## src/rtl/bcd_time_counter.sv

```systemverilog
// bcd_time_counter: BCD hh:mm:ss register bank with tick cascade, pending-tick buffer and field load path
module bcd_increment_16bit (
  input  logic [15:0] bcd_in,
  input  logic [15:0] bcd_max,
  output logic [15:0] bcd_out
);
  logic [15:0] sum;
  logic        c;
  // ripple a +1 through four BCD digits, then fold the wrap value back to zero
  always_comb begin
    c = 1'b1;
    sum = bcd_in;
    for (int i = 0; i < 4; i++) begin
      sum[4*i +: 4] = c ? ((bcd_in[4*i +: 4] == 4'd9) ? 4'd0 : bcd_in[4*i +: 4] + 4'd1) : bcd_in[4*i +: 4];
      c = c & (bcd_in[4*i +: 4] == 4'd9);
    end
    bcd_out = (sum == bcd_max) ? 16'h0000 : sum;
  end
endmodule

module bcd_time_counter #(
  parameter logic [7:0] HOUR_MAX  = 8'h24,
  parameter logic [7:0] INIT_SEC  = 8'h00,
  parameter logic [7:0] INIT_MIN  = 8'h00,
  parameter logic [7:0] INIT_HOUR = 8'h00
) (
  input  logic       clk,
  input  logic       rst_n,
  input  logic       tick,
  input  logic       set_en,
  input  logic [1:0] set_sel,
  input  logic [7:0] set_val,
  output logic       set_ack,
  output logic       set_err,
  output logic       tick_lost,
  output logic [7:0] sec,
  output logic [7:0] min,
  output logic [7:0] hour,
  output logic       min_carry,
  output logic       hour_carry,
  output logic       day_carry
);
  logic [15:0] sec_inc, min_inc, hour_inc;
  logic        sec_wrap, min_wrap, hour_wrap;
  logic        tick_pend, apply, set_valid, load;
  logic [7:0]  limit;

  bcd_increment_16bit u_sec  (.bcd_in({8'h00, sec}),  .bcd_max(16'h0060),           .bcd_out(sec_inc));
  bcd_increment_16bit u_min  (.bcd_in({8'h00, min}),  .bcd_max(16'h0060),           .bcd_out(min_inc));
  bcd_increment_16bit u_hour (.bcd_in({8'h00, hour}), .bcd_max({8'h00, HOUR_MAX}), .bcd_out(hour_inc));

  assign sec_wrap  = ~|sec_inc;
  assign min_wrap  = ~|min_inc;
  assign hour_wrap = ~|hour_inc;
  assign apply     = (tick | tick_pend) & ~set_en;
  assign limit     = (set_sel == 2'd2) ? HOUR_MAX : 8'h60;
  assign set_valid = (set_sel != 2'd3) && (set_val[7:4] <= 4'd9) && (set_val[3:0] <= 4'd9) && (set_val < limit);
  assign load      = set_en & set_valid;

  // count on applied ticks, load on accepted sets, buffer one tick while set_en holds counting off
  always_ff @(posedge clk or negedge rst_n) begin
    if (!rst_n) begin
      sec        <= INIT_SEC;
      min        <= INIT_MIN;
      hour       <= INIT_HOUR;
      tick_pend  <= 1'b0;
      set_ack    <= 1'b0;
      set_err    <= 1'b0;
      tick_lost  <= 1'b0;
      min_carry  <= 1'b0;
      hour_carry <= 1'b0;
      day_carry  <= 1'b0;
    end else begin
      set_ack    <= load;
      set_err    <= set_en & ~set_valid;
      tick_lost  <= tick & tick_pend;
      tick_pend  <= set_en & (tick | tick_pend);
      min_carry  <= apply & sec_wrap;
      hour_carry <= apply & sec_wrap & min_wrap;
      day_carry  <= apply & sec_wrap & min_wrap & hour_wrap;
      sec        <= apply ? sec_inc[7:0] : (load && set_sel == 2'd0) ? set_val : sec;
      min        <= (apply && sec_wrap) ? min_inc[7:0] : (load && set_sel == 2'd1) ? set_val : min;
      hour       <= (apply && sec_wrap && min_wrap) ? hour_inc[7:0] : (load && set_sel == 2'd2) ? set_val : hour;
    end
  end
endmodule

```

## config.mk

```make
export PLATFORM = sky130hd
export DESIGN_NAME = bcd_time_counter
export DESIGN_NICKNAME = d
export VERILOG_FILES = /design/src/rtl/bcd_time_counter.sv
export SDC_FILE = /design/constraint.sdc
export NUM_CORES = 1
export LEC_CHECK = 0
export BUFFER_PORTS_ARGS = -buffer_cell sky130_fd_sc_hd__clkbuf_2
export CAP_MARGIN = 30
export CORE_MARGIN = 1
export CORE_UTILIZATION = 30
export CTS_BUF_LIST = sky130_fd_sc_hd__clkbuf_4 sky130_fd_sc_hd__clkbuf_8
export CTS_CLUSTER_SIZE = 12
export DETAILED_ROUTE_END_ITERATION = 7
export SLEW_MARGIN = 25
export SYNTH_ARGS = -nofsm -noshare
export SYNTH_HDL_FRONTEND = slang
export SYNTH_SLANG_ARGS = --single-unit
```

## constraint.sdc

```tcl
create_clock -name clk -period 2.7 [get_ports clk]
set_clock_uncertainty 0.15 [all_clocks]
set_input_delay 0.54 -clock clk [delete_from_list [all_inputs] [get_ports clk]]
set_output_delay 0.54 -clock clk [all_outputs]
set_load 0.05 [all_outputs]
```

==> out/results.txt <==
status = complete, no violations
final worst-path cycle share = 98.94%
worst rel slew slack = 48.56%
Peak VDD IR = 555.7 µV
H-tree levels = 2
fraction of registers with async set/reset = 100.0%
Die H = 88.04 µm
Crit path max-delay family = simple AND/OR/NAND/NOR gates
Min Hold Slack = 165.9 ps
crit path max fanout = 8
Final #Nets = 336
max incr delay on CP = 530 ps
# rows = 31
most frequent cells in the layout = clkbuf_2 (43), dfrtp_1 (24), nand2_1 (23), buf_4 (21), a21oi_1 (19)
worst min-delay path class = primary input to asynchronous set/reset pin
Seq cells post-synth = 31
Unique masters post-synth = 60
PD cells = 977.1 nW/µm²
Core ar. = 7214 µm²
DRT iter0 DRCs = 88
final std cells w/o fill = 415
most common cell after layout, fill and taps aside = clkbuf_2
DR vias/cell = 5.125
CTS sink count = 31
Crit path top cell by count = inv_2
Worst EP arrival = 2740 ps
post-synthesis cell count = 254
Hold-fix buffers, CTS = 0
first-pass GRT wire length = 9321 µm
Primary FF master, synth = dfrtp_1
Synth warnings = 0
Slew Limit Fails = 0
Mapped Area = 2221 µm²
Die Area = 7751 µm²
Routed WL = 5890 µm
Buf/Inv on CP = 3
Synth Area per Inst = 8.744 µm²
PortBufs = 43
unrepaired setup endpoints after global routing = true
FILL cells = 765
Crit. End Element = flop
largest net degree at the start of global routing = 32
number of global-route vias before repair = 1864
CP Launch Type = flop
Clk Latency, worst-skew pair = 290 ps
DP Wirelength = 4336 µm
number of remaining DRC errors = 0
Antenna Diode Count = 0
Tightest Pin Transition = 771.6 ps
gpl congestion = 0.8716
Overall Power = 0.002796 W
syn_nets = 275
post-synthesis sequential area ratio = 34.93%
Critical Path RT = 2770 ps
TritonRoute pass-1 iters = 4
vias = 2127
layout cells sized above 1 = 32.28%
I/O Pins = 44
initial antenna violation count = 0
Critical Path, Cell by Cell = inv_2 > ha_4 > and3b_2 > nor3_2 > or4_1 > a2111o_1 > inv_4 > nand3_4 > inv_2 > mux2i_1
CTS tree = yes
Layout area overhead = 28.84%
Die W = 88.04 µm
starting density of the core = 30.78%
gr ovfl total = 0
crit path time final = 2671 ps
mean routed wirelength per cell = 14.19 µm
Tot GR Track Use = 15.82%
Max Fclk = 0.3743 GHz
final hold vios = 0
Max-Cap Viols = 0
CTS Root Cell = clkbuf_8
Worst-path clk slew = 70 ps
Final TNS setup = 0 ps
DP Cell Count = 403
Static Leakage = 1.288 nW
CTS max path bufs = 2
final setup vio count = 0
Final ANT Viol Nets = 0
number of synthesized flops with an enable pin = 0
Crit Path Class = flop to flop
CP max-delay cell = or4_1
Num CTS Buffers = 5
==> per-layer routing <==
metal / vias up / part of all wire, % / track usage (%)
met5: - / 0 / 0
met4: 0 / 1.4 / 4.985
met3: 10 / 5.0 / 4.241
met2: 57 / 45 / 23.54
met1: 999 / 48 / 22.24
li1: 1061 / - / -
==> path summary, 6_finish.rpt <==
kind                                 from   endpoint  slack [ps]  depth (start not counted)
worst min register to register  tick_pend  tick_lost         340                          1
worst max-delay path               sec[5]    hour[4]          30                         10
worst max register to register     sec[5]    hour[4]          30                         10
worst min-delay path                rst_n  day_carry         170                          1
max in group asynchronous           rst_n     sec[7]        1690                          1
min in group clk                tick_pend  tick_lost         340                          1
==> synthesized netlist by cell type (2+ instances only) <==
master | count | area (µm²)
a21boi_0 | 3 | 22.52
a21oi_1 | 19 | 95.09
a221o_1 | 2 | 20.02
a22oi_1 | 5 | 37.54
and2_1 | 3 | 18.77
and3_1 | 2 | 12.51
and3b_1 | 3 | 26.28
and4bb_2 | 2 | 25.02
buf_2 | 3 | 15.01
clkbuf_1 | 5 | 18.77
dfrtp_1 | 31 | 775.7
ha_1 | 7 | 87.58
inv_1 | 15 | 56.30
mux2_2 | 2 | 22.52
mux2i_1 | 13 | 130.1
nand2_1 | 23 | 86.33
nand2b_1 | 7 | 43.79
nand3_1 | 9 | 45.04
nand4_1 | 5 | 31.28
nand4bb_1 | 2 | 22.52
nor2_1 | 16 | 60.06
nor2b_1 | 4 | 25.02
nor3_1 | 7 | 35.03
nor4_2 | 2 | 25.02
o211ai_1 | 5 | 37.54
o21ai_0 | 18 | 90.09
o21bai_1 | 2 | 15.01
o221ai_1 | 2 | 17.52
o31ai_1 | 3 | 22.52
or2_2 | 3 | 18.77
xor2_1 | 2 | 17.52
==> metrics by stage <==
stage                     utilization, %  setup slack (ps)  cell area (µm²)
after floorplan                        -            -86.71             2250
after global placement             36.75             73.04             2651
after detailed placement           36.75            -11.27             2651
after CTS                          38.66             11.53             2789
after global routing               39.66            -74.46             2861
final                              39.66             28.68             2861
==> area by class of cell <==
cell class	instances	area [µm²]	area share (%)
Clock buffer	6	76.32	2.667
Clock inverter	2	60.06	2.099
Inverter	17	66.31	2.317
Multi-Input combinational cell	196	1378	48.14
Sequential cell	31	784.5	27.42
Tap cell	99	123.9	4.329
Timing Repair Buffer	64	372.9	13.03
==> registers in the layout, summed over array words and instances, names as in the netlist <==
| register | count |
|---|---|
| tick_lost | 1 |
| min_carry | 1 |
| sec | 8 |
| day_carry | 1 |
| hour | 8 |
| set_ack | 1 |
| hour_carry | 1 |
| min | 8 |
| tick_pend | 1 |
| set_err | 1 |
==> kinds of logic (layout without fill, tap and decap cells) <==
kind of cell | count (synthesis) | after routing | share of synthesized area [%]
buffers and inverters | 27 | 89 | 5.295
multiplexers | 16 | 16 | 7.380
AO/OA/AOI/OAI | 74 | 74 | 22.14
XOR/XNOR | 3 | 3 | 1.183
adder cells (fa/ha/maj) | 7 | 7 | 3.943
AND/OR/NAND/NOR | 96 | 96 | 25.13
flip-flops | 31 | 31 | 34.93
==> where the power goes <==
group / leakage (nW) / internal, W / switching [W]
registers: 0.384 / 0.000594 / 0.000222
clock network: 0.0688 / 0.000379 / 0.000181
logic: 0.835 / 0.000468 / 0.000953
==> what timing repair did <==
item                       CTS  global route
setup endpoints to repair    1            13
gates resized for setup      1             8
gates cloned                 0             0
buffers inserted             0             4
pin swaps                    0             3
(Power assumes the default switching activity.)
